File: config.mk
export PLATFORM = sky130hd
export DESIGN_NAME = stream_arb2
export DESIGN_NICKNAME = d
export VERILOG_FILES = /design/src/rtl/stream_arb2.sv
export SDC_FILE = /design/constraint.sdc
export NUM_CORES = 1
export LEC_CHECK = 0
export ABC_CLOCK_PERIOD_IN_PS = 2400
export BUFFER_PORTS_ARGS = -buffer_cell sky130_fd_sc_hd__buf_2
export CORE_MARGIN = 4
export CORE_UTILIZATION = 44
export CTS_CLUSTER_DIAMETER = 120
export DETAILED_ROUTE_END_ITERATION = 6
export PLACE_DENSITY = 0.88
export SYNTH_ARGS = -nofsm -noshare
export SYNTH_HDL_FRONTEND = slang
export SYNTH_SLANG_ARGS = --single-unit
export TNS_END_PERCENT = 1
File: constraint.sdc
create_clock -name clk -period 2.4 [get_ports clk]
set_clock_uncertainty 0.15 [all_clocks]
set_input_delay 0.36 -clock clk [delete_from_list [all_inputs] [get_ports clk]]
set_output_delay 0.36 -clock clk [all_outputs]
set_load 0.01 [all_outputs]
File: src/rtl/stream_arb2.sv
// Two-source packet-aware round-robin arbiter feeding a registered output stage.
// A packet (terminated by last) is never interleaved with the other source.
module stream_arb2 #(
    parameter int unsigned WIDTH = 8
) (
    input  logic             clk,
    input  logic             rst_n,
    input  logic [WIDTH-1:0] a_data,
    input  logic             a_valid,
    input  logic             a_last,
    output logic             a_ready,
    input  logic [WIDTH-1:0] b_data,
    input  logic             b_valid,
    input  logic             b_last,
    output logic             b_ready,
    output logic [WIDTH-1:0] out_data,
    output logic             out_valid,
    output logic             out_last,
    input  logic             out_ready,
    output logic             sel
);

    typedef enum logic [1:0] {
        IDLE   = 2'd0,
        LOCK_A = 2'd1,
        LOCK_B = 2'd2
    } state_t;

    state_t           state_q, state_d;
    logic             rr_q, rr_d;
    logic             out_valid_q, out_valid_d;
    logic [WIDTH-1:0] out_data_q, out_data_d;
    logic             out_last_q, out_last_d;
    logic             sel_q, sel_d;

    logic grant_a, grant_b;
    logic load, acc_a, acc_b, acc_last;

    // A locked packet keeps its grant even while its source is idle.
    always_comb begin
        grant_a = 1'b0;
        grant_b = 1'b0;
        case (state_q)
            LOCK_A: grant_a = 1'b1;
            LOCK_B: grant_b = 1'b1;
            default: begin
                if (a_valid && b_valid) begin
                    grant_a = !rr_q;
                    grant_b = rr_q;
                end else begin
                    grant_a = a_valid;
                    grant_b = b_valid;
                end
            end
        endcase
    end

    assign load     = !out_valid_q || out_ready;
    assign a_ready  = load && grant_a;
    assign b_ready  = load && grant_b;
    assign acc_a    = a_ready && a_valid;
    assign acc_b    = b_ready && b_valid;
    assign acc_last = acc_a ? a_last : b_last;

    always_comb begin
        state_d     = state_q;
        rr_d        = rr_q;
        out_valid_d = out_valid_q;
        out_data_d  = out_data_q;
        out_last_d  = out_last_q;
        sel_d       = sel_q;
        if (acc_a || acc_b) begin
            out_valid_d = 1'b1;
            out_data_d  = acc_a ? a_data : b_data;
            out_last_d  = acc_last;
            sel_d       = acc_b;
            if (acc_last) begin
                state_d = IDLE;
                rr_d    = acc_a;
            end else begin
                state_d = acc_a ? LOCK_A : LOCK_B;
            end
        end else if (out_valid_q && out_ready) begin
            out_valid_d = 1'b0;
        end
    end

    always_ff @(posedge clk or negedge rst_n) begin
        if (!rst_n) begin
            state_q     <= IDLE;
            rr_q        <= 1'b0;
            out_valid_q <= 1'b0;
            out_data_q  <= '0;
            out_last_q  <= 1'b0;
            sel_q       <= 1'b0;
        end else begin
            state_q     <= state_d;
            rr_q        <= rr_d;
            out_valid_q <= out_valid_d;
            out_data_q  <= out_data_d;
            out_last_q  <= out_last_d;
            sel_q       <= sel_d;
        end
    end

    assign out_valid = out_valid_q;
    assign out_data  = out_data_q;
    assign out_last  = out_last_q;
    assign sel       = sel_q;

endmodule

# == Yosys cells after proc, flatten, opt, wreduce, memory -nomap -nowiden ==
# Index checks and enable logic that the tools add are counted.
# totals
output_inout_bits,13
in_bits,23
reg_bits,14
# op_classes
n_mux,10
reduce_logical,12
n_eq_ne,2
# ops
cell,n
$mux 8,1
$logic_and 1x1->1,6
$mux 1,5
$mux 2,2
$pmux 1 s2,2
$eq 2x1->1 const B,1
$eq 2x2->1 const B,1
$logic_not 1->1,2
$logic_or 1x1->1,2
$reduce_and 2->1,1
$reduce_bool 2->1,1

# == Longest topological paths before layout ==
# Gate-level depths: netlist (run 1).
# depth
depth_word,7
ltp_mapped,8

# == Worst setup path after synthesis (run 1) ==
# No wires, ideal clock.
# synth_timing
kind,flip-flop to flip-flop
from,register state_q[0]
to,register state_q[0]
required_ps,2130
setup_ps,120
arrival_time_ps,1438
synth_period_minus_slack_ps,1708
n_path_buf,2
slack_ps,692
path_stages_with_launch,8
cell_sequence,dfrtp_1 > inv_1 > ha_1 > buf_6 > nand3_1 > o2111ai_2 > buf_4 > a31o_1
# synth_via
elab_chain_len,6
# synth_rtl
item,line,rtl
from (decl),29,"state_t state_q, state_d;"
from (signal assigned),97,state_q <= state_d;
$eq 2x2->1 / $eq 2x1->1 (equally long branches),43,case (state_q)
$pmux 1 s2,43,
$logic_and 1x1->1,59,assign a_ready = load && grant_a;
$logic_and 1x1->1,61,assign acc_a = a_ready && a_valid;
$mux 2 / $mux 1 (equally long branches),"81, 63",
$mux 2,77,if (acc_last) begin
# Parallel ways exist; a longest one is shown, timed or not.
# A chain may end at the register's enable or synchronous reset.

# == Worst setup path after layout (run 1) ==
# layout_timing
from,register state_q[0]
to,output port b_ready
# layout_via
elab_chain_len,3
# layout_rtl
item,line,rtl
$eq 2x2->1 / $eq 2x1->1 (equally long branches),43,
$pmux 1 s2 (*),43,
$logic_and 1x1->1 (*),60,assign b_ready = load && grant_b;
to (decl),15,"output logic b_ready,"
# Mark *: on every way between the ends. The rest lies on a longest branch, timed or not.

==> impl_metrics.yaml, run 1 <==
status:
  outcome: "completed"
global_route:
  track_usage: 0.136
  overflow: 0
  grt_max_degree: 15
  grt_pass1_vias: 614
  grt_antenna_before_repair: 0
  grt_pass1_wl_mm: 2.67
cts:
  cts.repair.resized: 0
  clkSlewWorstSetupHoldPaths_ps: 90
  post_cts_buffers: 0
  htree_levels: 1
  cts_tree: "done"
  cts_hold_buffers: 1
  clockBufferDepth: 2
  clock_latency_ps: 270
  clock-sinks: 14
  root_buffer: "clkbuf_4"
  cts_buffers: 3
yosys:
  netlist_instances: 83
  synth_cell_types: 19
  synth_top_area_frac: 0.459
  synth_nets: 108
  synth_warnings: 0
  netlist_area_um2: 763
  synth-seq-area-share: 0.459
  synth-seq-cells: 14
  synth_area_per_cell_um2: 9.20
  synth_top_cell_by_area: "dfrtp_1"
  synthTopCellsByArea: "dfrtp_1, nand2_1, a31oi_1, nor2_1, o2111ai_2"
power:
  p_leak_nw: 0.499
  peakVddDrop_v: 0.000689
  pwr_density_cell_nw_per_um2: 1330
  power_mw: 1.29
cells_and_area:
  utilization: 0.615
  layout.nets: 145
  finalNonFillerCells: 135
  fillers: 135
  synthToLayoutAreaGrowth_pct: 27.0
  diodes: 0
  drive_gt1_frac: 0.378
timing:
  finalSetupViolCount: 0
  fmaxAchievable_ghz: 0.477
  post-route-period-util: 0.874
  period_needed_ps: 2100
  slew_headroom: 0.572
  drv_slew: 0
  tightestPinTransition_ps: 642
  fin_hold_ws_ps: 186
  hold_viol: 0
  setup-tns-final_ps: 0
  rsz0062_at_grt: "false"
placement:
  globalplace.congestion: 0.715
  portBuffers: 35
  dp.cells: 130
  hpwl_mm: 1.32
route:
  final_antenna_net_count: 0
  drt_first_iter_violations: 14
  wl_per_cell_um: 12.3
  dr.pass1.iters: 4
  routed_wl_mm: 1.66
  via_count: 696
  avgViaCountPerCell: 5.16
  drc: 0
die:
  die-area_um2: 2470
  io_pins: 36
  rows: 14
  fp.dieH_um: 49.7
  core_area_um2: 1580
  die_x_um: 49.7
  initial_utilization: 0.484
setup_path:
  cp-end-kind: "output pin"
  startpoint: "state_q[0]"
  crit_arrival_ps: 1590
  path_max_fanout: 9
  r2r_slack_ps: 320
  startpoint_type: "flop"
  crit-reg2reg-launch: "state_q[0]"
  crit_required_ps: 1890
  crit_type: "flop to output pin"
hold_path:
  min_path_type: "input port to flop"
  min_from: "b_data[1]"
job:
  max-cap-violations: 0
## per-layer routing
metal  GRT usage  part of all wire
met4      0.0415            0.0072
met3      0.0331             0.079
met2       0.238              0.47
met5           0                 0
met1       0.163              0.44
## logic make-up (layout without fill, tap and decap cells)
kind of cell	count (synthesis)	in the layout	share of synthesized area
AO/OA/AOI/OAI	18	18	0.190
flip-flops	14	14	0.459
AND/OR/NAND/NOR	41	41	0.248
buffers and inverters	8	44	0.0705
adder cells (fa/ha/maj)	2	2	0.0328
## cells in the mapped netlist
master / number
a21boi_2: 2
buf_4: 2
dfrtp_1: 14
inv_1: 3
a21oi_1: 3
o2111a_1: 1
buf_6: 2
nand2b_1: 4
nor2b_1: 1
buf_2: 1
o2111ai_2: 2
nor2_1: 10
a31o_1: 1
nand3b_4: 1
nand2_1: 20
a31oi_1: 8
nand3_1: 5
ha_1: 2
o21a_1: 1
## worst max-delay path: stages (launching register included)
cell,delay (ps)
dfrtp_1,380
inv_1,50
ha_1,480
nand3_1,120
a21oi_1,140
buf_2,140
## state kept, by name (all words and copies together), names as in the netlist
signal,count
state_q,2
sel,1
out_valid,1
rr_q,1
out_last,1
out_data,8
## stage by stage
step | setup slack (ps) | area (µm²)
2_1_floorplan | 692 | 763
3_3_place_gp | 436 | 923
3_5_place_dp | 331 | 923
4_1_cts | 309 | 970
5_1_grt | 158 | 970
6_report | 303 | 970
## placed cells by master (no fill, tap or decap)
master	instances
a21boi_2	2
nand3b_4	1
clkbuf_4	3
nand2_1	20
buf_4	1
clkbuf_8	1
nand2b_1	4
nor2_1	10
dlygate4sd3_1	1
o2111a_1	1
nand3_1	5
nor2b_1	1
a31oi_1	8
inv_1	3
dfrtp_1	14
buf_2	35
a31o_1	1
o2111ai_2	2
ha_1	2
o21a_1	1
a21oi_1	3
## path summary, 6_finish.rpt
path / end / depth (start not counted)
setup / recovery: b_ready / 5
hold / removal: out_data[1] / 3
setup reg to reg: out_data[2] / 6
hold reg to reg: sel / 2
max in group asynchronous: state_q[1] / 2
min in group asynchronous: out_data[7] / 2
## power by group
| group | internal (mW) | switching (mW) |
|---|---|---|
| Combinational | 0.301 | 0.394 |
| Clock | 0.0920 | 0.0732 |
| Sequential | 0.361 | 0.0704 |
## area by class of cell
cell class / instances / area, µm² / share of cell area
sequential: 14 / 350 / 0.361
inverter: 3 / 11.3 / 0.0116
timing repair buffer: 37 / 193 / 0.199
clock buffer: 4 / 36.3 / 0.0374
multi-input combinational: 61 / 359 / 0.370
tap: 16 / 20.0 / 0.0206
(Power assumes the default switching activity.)
==> inputs of run 2 (changes only) <==
--- a/config.mk
+++ b/config.mk
@@ -5,6 +5,7 @@
 export SDC_FILE = /design/constraint.sdc
 export NUM_CORES = 1
 export LEC_CHECK = 0
+export ABC_AREA = 1
 export ABC_CLOCK_PERIOD_IN_PS = 2400
 export BUFFER_PORTS_ARGS = -buffer_cell sky130_fd_sc_hd__buf_2
 export CORE_MARGIN = 4
@@ -12,6 +13,7 @@
 export CTS_CLUSTER_DIAMETER = 120
 export DETAILED_ROUTE_END_ITERATION = 6
 export PLACE_DENSITY = 0.88
+export REMOVE_ABC_BUFFERS = 1
 export SYNTH_ARGS = -nofsm -noshare
 export SYNTH_HDL_FRONTEND = slang
 export SYNTH_SLANG_ARGS = --single-unit
==> run 2 against run 1 <==
Maximum frequency is 3.4% higher. Cell count is 10% higher. Flip-flop and latch count is the same. Non-clock buffer count is 1 lower. Via count up 3.2%. Die area fell by 0.42%. Sequential power is 4.6% lower. Sequential share of layout area barely moved. Combinational power increased by 8.6%. Largest cell class is now registers.
==> impl_metrics.yaml, run 2 <==
status:
  outcome: "completed"
global_route:
  overflow: 0
  grt_pass1_vias: 661
  grt_antenna_before_repair: 0
  grt_pass1_wl_mm: 2.78
  grt_max_degree: 20
  track_usage: 0.146
setup_path:
  slowest_delay_ps: 350
  cp-end-kind: "output pin"
  crit-reg2reg-launch: "state_q[0]"
  crit_type: "flop to output pin"
  cp_cell_sequence: "inv_1, ha_1, nor2_1, nor2_4, nand2_1, inv_1, buf_2"
  path_delay_family: "flip-flops"
  critPathBufInv: 3
  startpoint: "state_q[0]"
  startpoint_type: "flop"
  crit_arrival_ps: 1520
  cpMostUsedCell: "inv_1"
  path_max_fanout: 4
  slowest_stage: "dfrtp_1"
  crit_required_ps: 1890
die:
  die-area_um2: 2450
  die_x_um: 49.5
  io_pins: 36
  fp.dieH_um: 49.5
  core_area_um2: 1580
  initial_utilization: 0.482
  rows: 14
placement:
  placed_area_um2: 938
  hpwl_mm: 1.34
  post-place-ws_ps: 487
  globalplace.congestion: 0.765
  portBuffers: 35
hold_path:
  min_path_type: "input port to flop"
  min_from: "out_ready"
yosys:
  synth_top_area_frac: 0.461
  async_reset_ff_frac: 1.00
  yosys-top-cells-count: "nand2_1, inv_1, dfrtp_1, o211ai_1"
  yosysMostFrequentCell: "nand2_1"
  synth_cell_types: 17
  netlist_instances: 96
  netlist_area_um2: 759
  synth_area_per_cell_um2: 7.91
  synth-seq-cells: 14
  synth_flop_cell: "dfrtp_1"
  synth.area.mux_share: 0
  synth_top_cell_by_area: "dfrtp_1"
  synthTopCellsByArea: "dfrtp_1, nand2_1, inv_1, o211ai_1, ha_1"
  synth_edf_count: 0
  synth_xor_area_frac: 0
  yosys.area_share.simple: 0.306
  synth-compound-area-share: 0.0939
  synth_top_family_by_area: "simple AND/OR/NAND/NOR gates"
  synth-seq-area-share: 0.461
  synthAdderAreaFrac: 0.0329
  synth_warnings: 0
route:
  drt_first_iter_violations: 9
  drc: 0
  avgViaCountPerCell: 4.82
  via_count: 718
  wl_per_cell_um: 11.6
  routed_wl_mm: 1.73
  dr.pass1.iters: 4
  final_antenna_net_count: 0
cells_and_area:
  diodes: 0
  final_common_cell: "nand2_1"
  final_cell_mix: "nand2_1, buf_2, inv_1"
  synthToLayoutAreaGrowth_pct: 27.8
  layout.nets: 160
  stdcell_area_um2: 971
  drive_gt1_frac: 0.331
  largest_reg_flops: 8
power:
  pwr_density_cell_nw_per_um2: 1340
  p_leak_nw: 0.603
  peakVddDrop_v: 0.000552
cts:
  htree_levels: 1
  clkSlewWorstSetupHoldPaths_ps: 80
  cts_tree: "done"
  cts_buffers: 3
  clockBufferDepth: 2
  clock-sinks: 14
  root_buffer: "clkbuf_4"
  clock_latency_ps: 270
timing:
  slew_headroom: 0.781
  finalSetupViolCount: 0
  period_needed_ps: 2030
  fmaxAchievable_ghz: 0.493
  hold_viol: 0
  post-route-period-util: 0.845
  setup-tns-final_ps: 0
  tightestPinTransition_ps: 329
  rsz0062_at_grt: "false"
  fin_ws_ps: 371
  drv_slew: 0
job:
  max-cap-violations: 0
-- run 2: cell count changes in the layout (fill, tap and decap cells not counted), sizes merged, moves of 2 or more --
cell	delta
o21ai	+3
a31oi	-8
nor2	-5
nand4	+2
a21boi	-2
nand2b	-4
inv	+14
o211ai	+7
nand2	+19
a21oi	-3
o2111ai	-2
-- run 2: area by class of cell --
type                       instances  area [µm²]
fill                             135         606
tap                               16        20.0
inverter                          17        63.8
multi-input combinational         63         329
sequential                        14         350
timing repair buffer              36         185
clock buffer                       3        22.5
-- run 2: cell families after synthesis --
group | after synthesis
adders and majority gates | 2
and+or+nand+nor | 51
AOI/OAI and AO/OA | 10
DFF | 14
buffers and inverters | 19
-- run 2: layer usage --
metal  vias up  GRT usage  share of wire
li1        378          -              -
met1       316      0.165           0.42
met2        22      0.260           0.52
met3         2     0.0271          0.057
met4         0     0.0691          0.010
met5         -          0              0
-- run 2: worst register-to-register path, cell delays in order (launching register included) --
cell and delay (ps):
dfrtp_1 350, inv_1 60, ha_1 340, nor2_1 90, nor2_4 150, nand3_4 200
nand2_4 200, inv_2 120, nand2_1 80, nand3_1 70
-- run 2: stage by stage --
stage	cells	hold slack, ps	utilization	power, mW
after CTS	149	123	0.616	1.31
after floorplan	94	-85.6	-	0.938
final	149	128	0.616	1.30
after detailed placement	145	125	0.595	1.18
after global placement	145	114	0.595	1.15
after global routing	149	124	0.616	1.44
-- run 2: where the power goes --
part	internal (mW)	switching, mW
registers	0.357	0.0540
logic	0.280	0.476
clock network	0.0581	0.0725
total	0.695	0.602
-- run 2: path summary, 6_finish.rpt --
kind	to	slack (ps)	cells after the start
min in group asynchronous	sel	350	2
worst min register to register	out_data[2]	330	2
worst min-delay path	out_valid	130	2
worst max register to register	out_data[7]	480	9
max in group asynchronous	out_data[6]	1500	2
worst max-delay path	a_ready	370	7
-- run 2: repair_timing --
| item | in CTS | in global routing |
|---|---|---|
| hold endpoints to repair | 14 | 0 |
| hold buffers | 1 | 0 |
| gates resized for setup | 0 | 0 |
| buffers inserted | 0 | 0 |
==> inputs of run 3 (changes only) <==
--- a/config.mk
+++ b/config.mk
@@ -5,14 +5,14 @@
 export SDC_FILE = /design/constraint.sdc
 export NUM_CORES = 1
 export LEC_CHECK = 0
-export ABC_AREA = 1
-export ABC_CLOCK_PERIOD_IN_PS = 2400
+export ABC_AREA = 0
+export ABC_CLOCK_PERIOD_IN_PS = 1760
 export BUFFER_PORTS_ARGS = -buffer_cell sky130_fd_sc_hd__buf_2
 export CORE_MARGIN = 4
-export CORE_UTILIZATION = 44
+export CORE_UTILIZATION = 40
 export CTS_CLUSTER_DIAMETER = 120
 export DETAILED_ROUTE_END_ITERATION = 6
-export PLACE_DENSITY = 0.88
+export PLACE_DENSITY = 0.85
 export REMOVE_ABC_BUFFERS = 1
 export SYNTH_ARGS = -nofsm -noshare
 export SYNTH_HDL_FRONTEND = slang
==> constraint.sdc (replaced) <==
create_clock -name clk -period 1.76 [get_ports clk]
set_clock_uncertainty 0.15 [all_clocks]
set_input_delay 0.264 -clock clk [delete_from_list [all_inputs] [get_ports clk]]
set_output_delay 0.264 -clock clk [all_outputs]
set_load 0.01 [all_outputs]
==> run 3 against run 2 <==
The flow now finishes with violations (negative setup slack). Cell count up 2.0%. Largest power group unchanged. Critical path depth decreased by 1. Hold slack got worse by 41 ps. Global-route usage increased by 1.9 points. Setup slack got worse by 480 ps. Clock power up 31%. Sequential share of layout area down 5.3 points. Flip-flop and latch count unchanged. Utilization up 2.9 points. Die area is 8.8% higher. Via count increased by 5.7%.
==> impl_metrics.yaml, run 3 (synthesis gave the netlist of run 1 again) <==
status:
  outcome: "finished with violations"
  failed_checks: "negative setup slack"
die:
  rows: 15
  io_pins: 36
  fp.dieH_um: 51.7
  die_x_um: 51.7
  die-area_um2: 2670
  core_area_um2: 1760
  initial_utilization: 0.433
power:
  p_leak_nw: 0.560
  pwr_density_cell_nw_per_um2: 1920
  power_mw: 2.19
  peakVddDrop_v: 0.000915
placement:
  hpwl_mm: 1.40
  portBuffers: 35
  globalplace.congestion: 0.730
  post-place-ws_ps: -91.1
setup_path:
  cp-end-kind: "output pin"
  crit_type: "flop to output pin"
  path_max_fanout: 4
  crit_required_ps: 1350
  crit_arrival_ps: 1460
  startpoint_type: "flop"
  reg2regPathDepth: 7
cells_and_area:
  diodes: 0
  fillers: 165
  largest_reg_flops: 8
  final-seq-area_um2: 350
  final_common_cell: "buf_2"
  layout.nets: 154
  synthToLayoutAreaGrowth_pct: 49.0
  drive_gt1_frac: 0.496
  multiInputGateArea_um2: 430
  final_cell_mix: "buf_2, nand2_1, dfrtp_1"
route:
  final_antenna_net_count: 0
  drt_first_iter_violations: 13
  routed_wl_mm: 2.01
  avgViaCountPerCell: 4.99
  via_count: 759
  wl_per_cell_um: 13.2
  drc: 0
  dr.pass1.iters: 4
cts:
  cts_buffers: 3
  clock-sinks: 14
  root_buffer: "clkbuf_4"
  clkSlewWorstSetupHoldPaths_ps: 80
  clock_latency_ps: 270
  clockBufferDepth: 2
  cts_tree: "done"
  htree_levels: 1
global_route:
  grt_pass1_vias: 761
  track_usage: 0.165
  grt_pass1_wl_mm: 3.26
  overflow: 0
  grt_max_degree: 15
  grt_antenna_before_repair: 0
timing:
  hold_viol: 0
  rsz0062_at_grt: "true"
  drv_slew: 0
  slew_headroom: 0.788
  tightestPinTransition_ps: 319
  fmaxAchievable_ghz: 0.535
  finalSetupViolCount: 3
  fin_ws_ps: -110
  setup-tns-final_ps: -223
  period_needed_ps: 1870
  post-route-period-util: 1.06
hold_path:
  worstHoldPathCells: 3
  min_path_type: "input port to flop"
job:
  max-cap-violations: 0
run 3: area by class of cell:
cell class | instances | share of cell area
Tap cell | 25 | 0.0275
Sequential cell | 14 | 0.308
Multi-Input combinational cell | 61 | 0.378
Clock buffer | 3 | 0.0198
Inverter | 3 | 0.00990
Timing Repair Buffer | 46 | 0.256
run 3: critical path: stages, from the launching register on:
cell      delay (ps)
dfrtp_1          390
inv_2             80
ha_4             210
buf_6            120
nand2b_4         130
a21oi_2          110
buf_2            130
run 3: stage by stage:
stage,hold WS (ps),std cells,util,cell area (µm²)
CTS,80.4,152,0.618,1090
detailed placement,25.5,145,0.562,992
global placement,16.0,145,0.562,992
global route,85.9,152,0.645,1140
finish,87.5,152,0.645,1140
floorplan,-182,78,-,721
run 3: what timing repair did:
item,in CTS,in global routing
setup endpoints to repair,12,15
hold endpoints to repair,14,0
pin swaps,3,9
setup buffers,3,0
gates resized for setup,9,9
hold buffers,1,0
cloned,0,0
run 3: worst paths after layout:
| kind | to | slack [ps] | startpoint |
|---|---|---|---|
| worst max-delay path | b_ready | -110 | state_q[0] |
| worst min register to register | sel | 320 | sel |
| min in group asynchronous | out_data[3] | 260 | rst_n |
| worst max register to register | state_q[1] | -10 | state_q[1] |
| max in group asynchronous | out_last | 970 | rst_n |
| worst min-delay path | out_data[0] | 90 | b_data[0] |
run 3: where the power goes:
group          internal, mW  switching [mW]  leakage (nW)
clock                0.0792          0.0930        0.0138
sequential            0.492          0.0984         0.164
combinational         0.733           0.693         0.383
total                  1.30           0.884         0.560
run 3: routing by layer:
metal  part of all wire  track usage  vias up
li1                   -            -      374
met1               0.39        0.192      349
met2               0.53        0.301       34
met3              0.073       0.0315        2
met4              0.011       0.0524        0
met5                  0            0        -
